[src/rtl/sopc_run_ctrl.sv]
`timescale 1ns/1ps
// sopc_run_ctrl
//   Run-control block: turns the external reset into a clean CPU reset that is
//   synchronized and stretched. It counts run cycles and watches the fetch PC
//   for a terminal self-loop. Completion is reported as either halt or timeout,
//   and once the run is done the CPU is held in reset.
// Ports
//   clk        system clock, rising edge
//   reset      asynchronous active-low reset
//   pc_i       CPU fetch address (valid when ce_i=1)
//   ce_i       CPU fetch enable
//   cpu_rst_o  active-high CPU/memory reset (HOLD and DONE)
//   cycle_o    run cycles elapsed, saturates at MAX_CYCLES
//   done_o     run finished (sticky until reset)
//   halt_o     finished by self-loop detection
//   timeout_o  finished by cycle limit
//   last_pc_o  last fetched PC while running
module sopc_run_ctrl #(
    parameter int MAX_CYCLES  = 800,
    parameter int CNT_W       = 23,
    parameter int RST_STRETCH = 4,
    parameter int HALT_REPEAT = 8
) (
    input  logic             clk,
    input  logic             reset,
    input  logic [31:0]      pc_i,
    input  logic             ce_i,
    output logic             cpu_rst_o,
    output logic [CNT_W-1:0] cycle_o,
    output logic             done_o,
    output logic             halt_o,
    output logic             timeout_o,
    output logic [31:0]      last_pc_o
);

    localparam int SW = (RST_STRETCH > 1) ? $clog2(RST_STRETCH) : 1;
    localparam int MW = $clog2(HALT_REPEAT + 1);

    // The cycle counter must be able to represent the limit.
    if (MAX_CYCLES < 1 || longint'(MAX_CYCLES) > ((longint'(1) << CNT_W) - 1)) begin : g_bad_cnt
        $error("sopc_run_ctrl: CNT_W too narrow for MAX_CYCLES");
    end
    if (RST_STRETCH < 1 || HALT_REPEAT < 1) begin : g_bad_par
        $error("sopc_run_ctrl: RST_STRETCH and HALT_REPEAT must be >= 1");
    end

    typedef enum logic [1:0] {HOLD, RUN, DONE} state_t;

    state_t          state, state_nxt;
    logic            sync1, sync2;
    logic [SW-1:0]   stretch;
    logic [1:0]      hist;        // fetches recorded, saturates at 2
    logic [31:0]     pc_d1, pc_d2;
    logic [MW-1:0]   match;
    logic            fetch_match, halt_hit, tmo_hit, stretch_done;

    // pc_d2 is the reference, so a period-2 loop (jump plus delay slot) and a
    // period-1 loop both match on every fetch once the history is full.
    assign fetch_match  = (hist == 2'd2) && (pc_i == pc_d2);
    assign halt_hit     = ce_i && fetch_match && (match == MW'(HALT_REPEAT - 1));
    assign tmo_hit      = (cycle_o == CNT_W'(MAX_CYCLES - 1));
    assign stretch_done = sync2 && (stretch == SW'(RST_STRETCH - 1));

    // State register
    always_ff @(posedge clk or negedge reset) begin
        if (!reset) state <= HOLD;
        else        state <= state_nxt;
    end

    // Next-state logic
    always_comb begin
        state_nxt = state;
        case (state)
            HOLD:    if (stretch_done) state_nxt = RUN;
            RUN:     if (halt_hit || tmo_hit) state_nxt = DONE;
            DONE:    state_nxt = DONE;
            default: state_nxt = HOLD;
        endcase
    end

    // Outputs decoded from the state register
    always_comb begin
        cpu_rst_o = 1'b1;
        done_o    = 1'b0;
        if (state == RUN)  cpu_rst_o = 1'b0;
        if (state == DONE) done_o    = 1'b1;
    end

    // Datapath
    always_ff @(posedge clk or negedge reset) begin
        if (!reset) begin
            sync1     <= 1'b0;
            sync2     <= 1'b0;
            stretch   <= '0;
            cycle_o   <= '0;
            hist      <= '0;
            pc_d1     <= '0;
            pc_d2     <= '0;
            match     <= '0;
            last_pc_o <= '0;
            halt_o    <= 1'b0;
            timeout_o <= 1'b0;
        end else begin
            case (state)
                HOLD: begin
                    sync1 <= 1'b1;
                    sync2 <= sync1;
                    if (sync2 && !stretch_done) stretch <= stretch + SW'(1);
                end
                RUN: begin
                    // Increment on the finishing edge too, so the limit itself
                    // is the value left frozen in DONE.
                    cycle_o   <= cycle_o + CNT_W'(1);
                    halt_o    <= halt_hit;
                    timeout_o <= tmo_hit && !halt_hit;
                    if (ce_i) begin
                        pc_d1     <= pc_i;
                        pc_d2     <= pc_d1;
                        last_pc_o <= pc_i;
                        if (hist != 2'd2) hist <= hist + 2'd1;
                        match <= fetch_match ? match + MW'(1) : '0;
                    end
                end
                default: ;
            endcase
        end
    end

endmodule

[config.mk]
export PLATFORM = sky130hd
export DESIGN_NAME = sopc_run_ctrl
export DESIGN_NICKNAME = d
export VERILOG_FILES = /design/src/rtl/sopc_run_ctrl.sv
export SDC_FILE = /design/constraint.sdc
export NUM_CORES = 1
export LEC_CHECK = 0
export CELL_PAD_IN_SITES_DETAIL_PLACEMENT = 1
export CELL_PAD_IN_SITES_GLOBAL_PLACEMENT = 1
export CORE_MARGIN = 10
export CORE_UTILIZATION = 44
export CTS_CLUSTER_SIZE = 8
export DETAILED_ROUTE_END_ITERATION = 7
export PLACE_DENSITY = 0.9
export REMOVE_ABC_BUFFERS = 1
export SLEW_MARGIN = 0
export SYNTH_ARGS = -nofsm -noshare
export SYNTH_HDL_FRONTEND = slang
export SYNTH_SLANG_ARGS = --single-unit
[constraint.sdc]
create_clock -name clk -period 4.5 [get_ports clk]
set_input_delay 0.9 -clock clk [delete_from_list [all_inputs] [get_ports clk]]
set_output_delay 0.9 -clock clk [all_outputs]
set_load 0.02 [all_outputs]
==> results of run 1 <==
[final timing paths]
path                                 from          end  slack [ps]  cells after the start
worst max-delay path             pc_i[11]     state[1]        1450                      7
worst min-delay path                sync1        sync1         470                      1
worst max register to register  pc_d2[11]     state[1]        2010                      6
worst min register to register      sync1        sync1         470                      1
max in group asynchronous           reset    pc_d2[26]        2900                      2
min in group asynchronous           reset  cycle_o[10]         690                      1
[registers in the layout (all words and copies together) (netlist names)]
signal,flops
match,4
cycle_o,23
state,2
sync1,1
stretch,2
hist,2
timeout_o,1
pc_d2,32
halt_o,1
sync2,1
pc_d1,32
[critical path, cell delays in order]
cell             delay [ps]
clkdlybuf4s50_1         520
xnor2_1                 160
nand4_1                 190
nor4_1                  700
nand4_1                 150
a22oi_1                 300
mux2_2                  370
[logic make-up (layout without fill, tap and decap cells)]
| kind of cell | count (synthesis) | after routing | synth area share (%) |
|---|---|---|---|
| xor+xnor | 56 | 56 | 11.1 |
| mux | 68 | 68 | 17.3 |
| compound gates | 14 | 14 | 2.15 |
| buf+inv | 19 | 122 | 1.61 |
| fa+ha+maj | 7 | 7 | 1.98 |
| flops | 101 | 101 | 57.0 |
| simple gates | 72 | 72 | 8.87 |
[power groups by stage]
stage | registers (mW) | logic (mW) | clock network, mW
2_1_floorplan | 1.08 | 0.158 | 0
3_3_place_gp | 1.06 | 0.326 | 0
3_5_place_dp | 1.06 | 0.341 | 0
4_1_cts | 1.05 | 0.347 | 0.616
5_1_grt | 1.06 | 0.372 | 0.658
6_report | 1.05 | 0.339 | 0.596
[cells in the final DEF, fill, tap and decap left out, types with 2 or more instances in the layout]
master           Yosys  routed
inv_6                0       4
xnor2_1             42      42
o21ai_0              4       4
nor2_1               9       9
buf_4                0       3
mux2_2              68      68
clkdlybuf4s50_1      0      92
inv_1               11      11
nor4_1               6       6
ha_1                 7       7
a21oi_1              2       2
nand2_1             20      19
nand4_1             10      10
and3_2               2       2
nand3_1              9       9
o31ai_1              2       2
nor3_1               2       2
and3_1               4       4
nor2_2               2       2
clkbuf_8             0       9
dfrtp_1            101     101
xor2_1              14      14
[through the flow]
stage / std cells / setup slack, ps / hold WS (ps) / utilization [%]
2_1_floorplan: 329 / 1580 / 431 / -
3_3_place_gp: 557 / 1430 / 445 / 56.4
3_5_place_dp: 557 / 1210 / 465 / 56.4
4_1_cts: 573 / 1390 / 484 / 58.5
5_1_grt: 573 / 1310 / 503 / 58.5
6_report: 573 / 1450 / 474 / 58.5
[metal layers]
| metal | global-route usage (%) | wire length, um | up-vias | part of all wire (%) |
|---|---|---|---|---|
| met1 | 17.3 | 4390 | 1510 | 41 |
| met3 | 6.14 | 858 | 10 | 8.0 |
| met2 | 25.3 | 5310 | 73 | 50 |
| li1 | - | - | 1358 | - |
| met4 | 4.75 | 118 | 0 | 1.1 |
| met5 | 0 | 0 | - | 0 |
[area by class of cell]
type	count	area [um^2]
fill	994	4060
sequential	101	2530
clock inverter	7	78.8
clock buffer	9	124
multi-input combinational	217	1830
inverter	11	41.3
tap	133	166
timing repair buffer	95	943
==> qor.txt, run 1 <==
synthesis warning total - 0
die width - 120 um
Synth top area share - 57.0%
Max VDD drop - 164 uV
drt initial violations - 93
final hold viol count - 0
Die Area - 0.0145 mm^2
Main synth FF type - dfrtp_1
vias in the first global route - 3,308
Site Rows - 36
register area share after synthesis - 57.0%
CP Capture Type - flop
pin count of the biggest net entering global routing - 85
Tightest Pin Transition - 1060 ps
period utilization - 67.8%
Reg power frac - 52.8%
Residual DRC - 0
Post-Synthesis Cells - 337
chip height - 120 um
Max Slew Vio Count - 0
HP Class - flop to flop
hold buffer count at cts - 0
routed wire length - 10,700 um
Synth Register Bits - 101
Setup Skew - 16.6 ps
Post-synth ARST share - 100%
remaining antenna violation count after routing - 0
GPL Wtd Cong - 0.843
design area - 0.00572 mm^2
I/O pins - 94
initial antenna violation count - 0
Layout Nets - 477
Gate power share - 17.1%
placed instance area - 0.00551 mm^2
pwr dens - 347 mW/mm^2
Max transition margin - 29.6%
minimum clock period - 3050 ps
top-count cell post-synth - dfrtp_1
CTS tree - yes
WL/cell - 18.6 um
final setup vio count - 0
Detail Placement HPWL - 7800 um
total negative slack - 0 ps
switching portion of total power - 27.3%
DRT Pass-1 Iters - 4
DR vias - 2,951
Critical Path AT - 3300 ps
Num CTS Buffers - 9
status - finished clean
CTS Sinks - 101
GRT Total Usage - 15.1%
Clock Power Share - 30.1%
Initial Util - 45.3%
total of max-cap violations - 0
Critical Path Source Type - input port
P_sw - 542 uW
distinct cell type count after synthesis - 34
kind of critical path - input port to flop
Overflow after GRT - 0
area delta synth->final - 29.0%
Vias per Instance - 5.15
fraction of layout cells with a size suffix above 1 - 22.0%
Max Fclk - 328 MHz
Setup Fix Bufs, Post-CTS - 0
Cell Area, Synth - 0.00443 mm^2
number of buffers added on ports - 93
Core Region - 0.00977 mm^2
EDFF count, synth - 0
RSZ-0062 raised after global routing - false
Pint - 1.44 mW
ranking of synthesized cells by area - dfrtp_1 57%, mux2_2 17%, xnor2_1 8.3%
ant diodes - 0
clk slew on worst S/H paths - 100 ps
post_cts resized - 0
H-tree depth - 3
Lkg Pwr - 2.39 nW
global-route wire length before repair - 17,500 um
Yosys top cell by area - dfrtp_1
crit-path max FO - 3
top cells by count, synth - 101 x dfrtp_1, 68 x mux2_2, 42 x xnor2_1
Max Root-Sink Buffers - 2
CTS root buffer - clkbuf_8
Avg Cell Area, Syn - 13.1 um^2
overall power - 1.98 mW
clk_lat worst skew - 370 ps
Worst Path Required - 4750 ps
No activity file was read; power rests on OpenSTA's default activity.
==> inputs of run 2 (changes only) <==
--- a/config.mk
+++ b/config.mk
@@ -8,10 +8,10 @@
 export CELL_PAD_IN_SITES_DETAIL_PLACEMENT = 1
 export CELL_PAD_IN_SITES_GLOBAL_PLACEMENT = 1
 export CORE_MARGIN = 10
-export CORE_UTILIZATION = 44
+export CORE_UTILIZATION = 41
 export CTS_CLUSTER_SIZE = 8
 export DETAILED_ROUTE_END_ITERATION = 7
-export PLACE_DENSITY = 0.9
+export PLACE_DENSITY = 0.85
 export REMOVE_ABC_BUFFERS = 1
 export SLEW_MARGIN = 0
 export SYNTH_ARGS = -nofsm -noshare
==> constraint.sdc (replaced) <==
create_clock -name clk -period 2.9 [get_ports clk]
set_input_delay 0.58 -clock clk [delete_from_list [all_inputs] [get_ports clk]]
set_output_delay 0.58 -clock clk [all_outputs]
set_load 0.02 [all_outputs]
==> run 2 against run 1 <==
Cell count rose by 1.2%. Global-route usage shrank 1.7 points. Worst setup slack got worse by 980 ps. Clock power rose by 69%. Wire length down 4.1%. Via count shrank 1.2%. Utilization decreased by 2.6 points. Critical endpoint unchanged.
==> qor.txt, run 2 (synthesis results as in run 1) <==
I/O pins - 94
Max transition margin - 61.4%
Core Region - 0.0104 mm^2
Lkg Pwr - 2.43 nW
minimum clock period - 2430 ps
DRT Pass-1 Iters - 4
HP Class - input port to async pin
pin count of the biggest net entering global routing - 60
non-filler cells, final - 580
most frequent cells in the layout - 101 x dfrtp_1, 92 x clkdlybuf4s50_1, 68 x mux2_2
design area - 0.00582 mm^2
Final WS setup - 465 ps
Layout Nets - 481
Finished Core Util - 55.8%
kind of critical path - input port to flop
drt initial violations - 138
clk_lat worst skew - 350 ps
DR vias - 2,916
Max Root-Sink Buffers - 2
vias in the first global route - 3,201
Die Area - 0.0154 mm^2
Critical Path AT - 2670 ps
CTS Sinks - 101
RSZ-0062 raised after global routing - false
global-route wire length before repair - 16,400 um
Max Fclk - 411 MHz
Pint - 2.35 mW
final hold viol count - 0
Critical Path Source Type - input port
total of max-cap violations - 0
r2r worst-path depth - 8
commonest non-fill, non-tap cell in the layout - dfrtp_1
clk slew on worst S/H paths - 100 ps
routed wire length - 10,200 um
Hold WS - 212 ps
Reg power frac - 51.3%
initial antenna violation count - 0
RR Endpoint - cycle_o[19]
Max Slew Vio Count - 0
CP Capture Type - flop
number of buffers added on ports - 93
Clock Power Share - 31.9%
pre-CTS WS - 161 ps
area delta synth->final - 31.3%
Site Rows - 37
Cells after DPL - 564
Tightest Pin Transition - 580 ps
period utilization - 84.0%
CTS root buffer - clkbuf_8
overall power - 3.16 mW
Detail Placement HPWL - 7800 um
Max VDD drop - 291 uV
GPL Wtd Cong - 0.791
status - finished clean
die width - 124 um
Setup Skew - 12.1 ps
H-tree depth - 3
GRT Total Usage - 13.4%
P_sw - 809 uW
CTS tree - yes
chip height - 124 um
remaining antenna violation count after routing - 0
fraction of layout cells with a size suffix above 1 - 22.7%
Vias per Instance - 5.03
Setup Fix Bufs, Post-CTS - 0
Residual DRC - 0
final setup vio count - 0
Gate power share - 16.8%
Num CTS Buffers - 9
ant diodes - 0
Sequential Area - 0.00253 mm^2
WL/cell - 17.6 um
fillers - 1,052
switching portion of total power - 25.6%
Multi-input gate area - 0.00183 mm^2
reg-to-reg startpoint - state[1]
post_cts resized - 0
R2R setup slack - 540 ps
placed instance area - 0.00558 mm^2
Worst Path Required - 3140 ps
total negative slack - 0 ps
hold buffer count at cts - 0
crit-path max FO - 3
Initial Util - 42.5%
pwr dens - 543 mW/mm^2
Overflow after GRT - 0
Largest regs - pc_d1: 32 flops, pc_d2: 32 flops, cycle_o: 23 flops
run 2: metal layers:
layer	vias to the layer above	part of all wire [%]	global-route usage (%)
met2	69	49	22.1
met5	-	0	0
met3	7	8.1	4.75
li1	1369	-	-
met4	0	0.95	3.88
met1	1471	42	16.2
run 2: cell type report:
type,instances,share of cell area (%)
Inverter,11,0.710
Sequential cell,101,43.5
Tap cell,136,2.93
Multi-Input combinational cell,217,31.5
Clock inverter,6,1.63
Clock buffer,10,2.37
Timing Repair Buffer,99,17.4
run 2: power by group through the flow:
stage	clock network [mW]	registers (mW)	logic, mW
after global routing	1.10	1.64	0.579
after detailed placement	0	1.65	0.538
final	1.01	1.62	0.531
after global placement	0	1.64	0.516
after CTS	1.03	1.62	0.544
after floorplan	0	1.68	0.245
run 2: worst max-delay path by stage:
stage             start     endpoint  slack [ps]  cells past startpoint
2_1_floorplan  state[1]     match[3]          50                      6
3_3_place_gp   pc_i[13]     state[1]         240                      8
3_5_place_dp   pc_i[13]     state[1]         160                      8
4_1_cts        state[1]  cycle_o[19]         500                      8
5_1_grt        pc_i[23]     state[1]         350                      8
6_report       pc_i[23]     state[1]         470                      8
run 2: worst max-delay path: stages:
cell,delay [ps]
clkdlybuf4s50_1,520
xnor2_1,150
nand4_1,120
nor4_1,430
buf_4,190
nand4_1,70
a22oi_1,240
mux2_2,370
==> inputs of run 3 (changes only) <==
--- a/config.mk
+++ b/config.mk
@@ -8,10 +8,10 @@
 export CELL_PAD_IN_SITES_DETAIL_PLACEMENT = 1
 export CELL_PAD_IN_SITES_GLOBAL_PLACEMENT = 1
 export CORE_MARGIN = 10
-export CORE_UTILIZATION = 41
+export CORE_UTILIZATION = 37
 export CTS_CLUSTER_SIZE = 8
 export DETAILED_ROUTE_END_ITERATION = 7
-export PLACE_DENSITY = 0.85
+export PLACE_DENSITY = 0.81
 export REMOVE_ABC_BUFFERS = 1
 export SLEW_MARGIN = 0
 export SYNTH_ARGS = -nofsm -noshare
==> constraint.sdc (replaced) <==
create_clock -name clk -period 2 [get_ports clk]
set_input_delay 0.4 -clock clk [delete_from_list [all_inputs] [get_ports clk]]
set_output_delay 0.4 -clock clk [all_outputs]
set_load 0.02 [all_outputs]
==> run 3 against run 2 <==
The flow now finishes with violations (setup timing). Worst hold slack lost 120 ps. Clock skew shrank 5.7 ps. Cell count grew 6.9%. Critical path depth is the same. Die area grew 9.0%. Flip-flop and latch count is the same. Global-route usage grew 0.21 points. Total power grew 51%.
==> qor.txt, run 3 (synthesis results as in run 1) <==
status - finished, violations left
Max VDD drop - 774 uV
Num CTS Buffers - 9
area delta synth->final - 40.7%
kind of critical path - input port to flop
R2R setup slack - 0 ps
Multi-input gate area - 0.00194 mm^2
Critical Path AT - 2240 ps
minimum clock period - 2010 ps
Max Root-Sink Buffers - 2
CP Capture Type - flop
global-route wire length before repair - 17,800 um
remaining antenna violation count after routing - 0
clk_lat worst skew - 350 ps
Sequential Area - 0.00253 mm^2
CTS root buffer - clkbuf_16
Die Area - 0.0168 mm^2
Finished Core Util - 53.9%
period utilization - 100%
Layout Nets - 513
clk slew on worst S/H paths - 70 ps
reg-to-reg startpoint - cycle_o[13]
Overflow after GRT - 0
GRT Total Usage - 13.6%
Core Region - 0.0116 mm^2
RR Endpoint - state[1]
drt initial violations - 145
r2r worst-path depth - 7
Residual DRC - 0
hold buffer count at cts - 0
H-tree depth - 3
crit-path max FO - 3
routed wire length - 11,100 um
Cells after DPL - 601
Critical Path Source Type - input port
I/O pins - 94
final hold viol count - 0
Lkg Pwr - 2.72 nW
pwr dens - 766 mW/mm^2
number of buffers added on ports - 93
DRT Pass-1 Iters - 4
Initial Util - 38.3%
pin count of the biggest net entering global routing - 102
vias in the first global route - 3,429
die width - 129 um
Max Slew Vio Count - 0
Worst Path Required - 2240 ps
RSZ-0062 raised after global routing - true
Max Fclk - 498 MHz
final setup vio count - 1
total of max-cap violations - 0
Tightest Pin Transition - 540 ps
GPL Wtd Cong - 0.791
CTS tree - yes
DR vias - 3,075
non-filler cells, final - 620
HP Class - input port to async pin
failing checks - setup timing
Max transition margin - 64.0%
Final WS setup - -7.71 ps
chip height - 129 um
fillers - 1,196
Vias per Instance - 4.96
commonest non-fill, non-tap cell in the layout - dfrtp_1
Site Rows - 39
most frequent cells in the layout - 101 x dfrtp_1, 82 x clkdlybuf4s50_1, 67 x mux2_2
CTS Sinks - 101
initial antenna violation count - 1
Setup Skew - 6.39 ps
WL/cell - 17.8 um
Detail Placement HPWL - 8100 um
Largest regs - pc_d1: 32 flops, pc_d2: 32 flops, cycle_o: 23 flops
pre-CTS WS - -505 ps
fraction of layout cells with a size suffix above 1 - 31.3%
run 3: cell types whose count changed in the layout (fill, tap and decap cells not counted), sizes merged:
cell | before | now
dlygate4sd2 | 0 | 3
clkbuf | 10 | 12
inv | 12 | 11
dlymetal6s2s | 0 | 7
bufinv | 2 | 0
clkinv | 1 | 3
clkinvlp | 2 | 1
clkdlybuf4s50 | 92 | 82
diode | 0 | 1
buf | 7 | 39
run 3: timing repair:
| action | 4_1_cts | 5_1_grt |
|---|---|---|
| gates resized for setup | 13 | 19 |
| endpoints found under the setup margin | 12 | 18 |
| pin swaps | 6 | 7 |
| buffers inserted | 2 | 0 |
run 3: through the flow:
stage               hold slack (ps)  cell area (um^2)  TNS (ps)  total power [mW]
global placement                445              5820     -2920              3.13
floorplan                       104              4400    -56820              2.80
global route                    142              6230      -186              5.04
CTS                             126              6160         0              4.86
finish                         96.7              6230     -7.71              4.78
detailed placement              453              5820     -3050              3.17
run 3: critical path: stages:
cell	delay [ps]
clkdlybuf4s50_1	490
xnor2_1	140
nand4_1	150
nor4_2	250
buf_4	170
nand4_1	100
a22oi_2	230
mux2_4	320
run 3: worst max path at each step:
stage                          from           to
after floorplan            state[1]     match[3]
after global placement     pc_i[11]     state[1]
after detailed placement    pc_i[9]     state[1]
after CTS                  state[1]  cycle_o[17]
after global routing      pc_d2[17]     state[1]
final                       pc_i[9]     state[1]
run 3: layout make-up:
class                           count  share of cell area, %
Inverter                           11                  0.663
Clock inverter                      4                  0.542
Tap cell                          143                   2.87
Antenna cell                        1                 0.0402
Sequential cell                   101                   40.6
Timing Repair Buffer              131                   20.3
Clock buffer                       12                   3.96
Multi-Input combinational cell    217                   31.1
run 3: report_power, final:
part           switching [mW]  total [mW]  internal [mW]
combinational           0.335       0.770          0.435
sequential              0.129        2.36           2.23
clock                   0.766        1.65          0.885
total                    1.23        4.78           3.55
run 3: per-layer routing:
metal  share of wire [%]  wire, um  vias to the layer above  GRT usage (%)
li1                    -         -                     1438              -
met1                  40      4370                     1548           14.7
met2                  50      5550                       79           22.8
met3                 8.5       939                       10           6.20
met4                 1.6       182                        0           5.36
met5                   0         0                        -              0
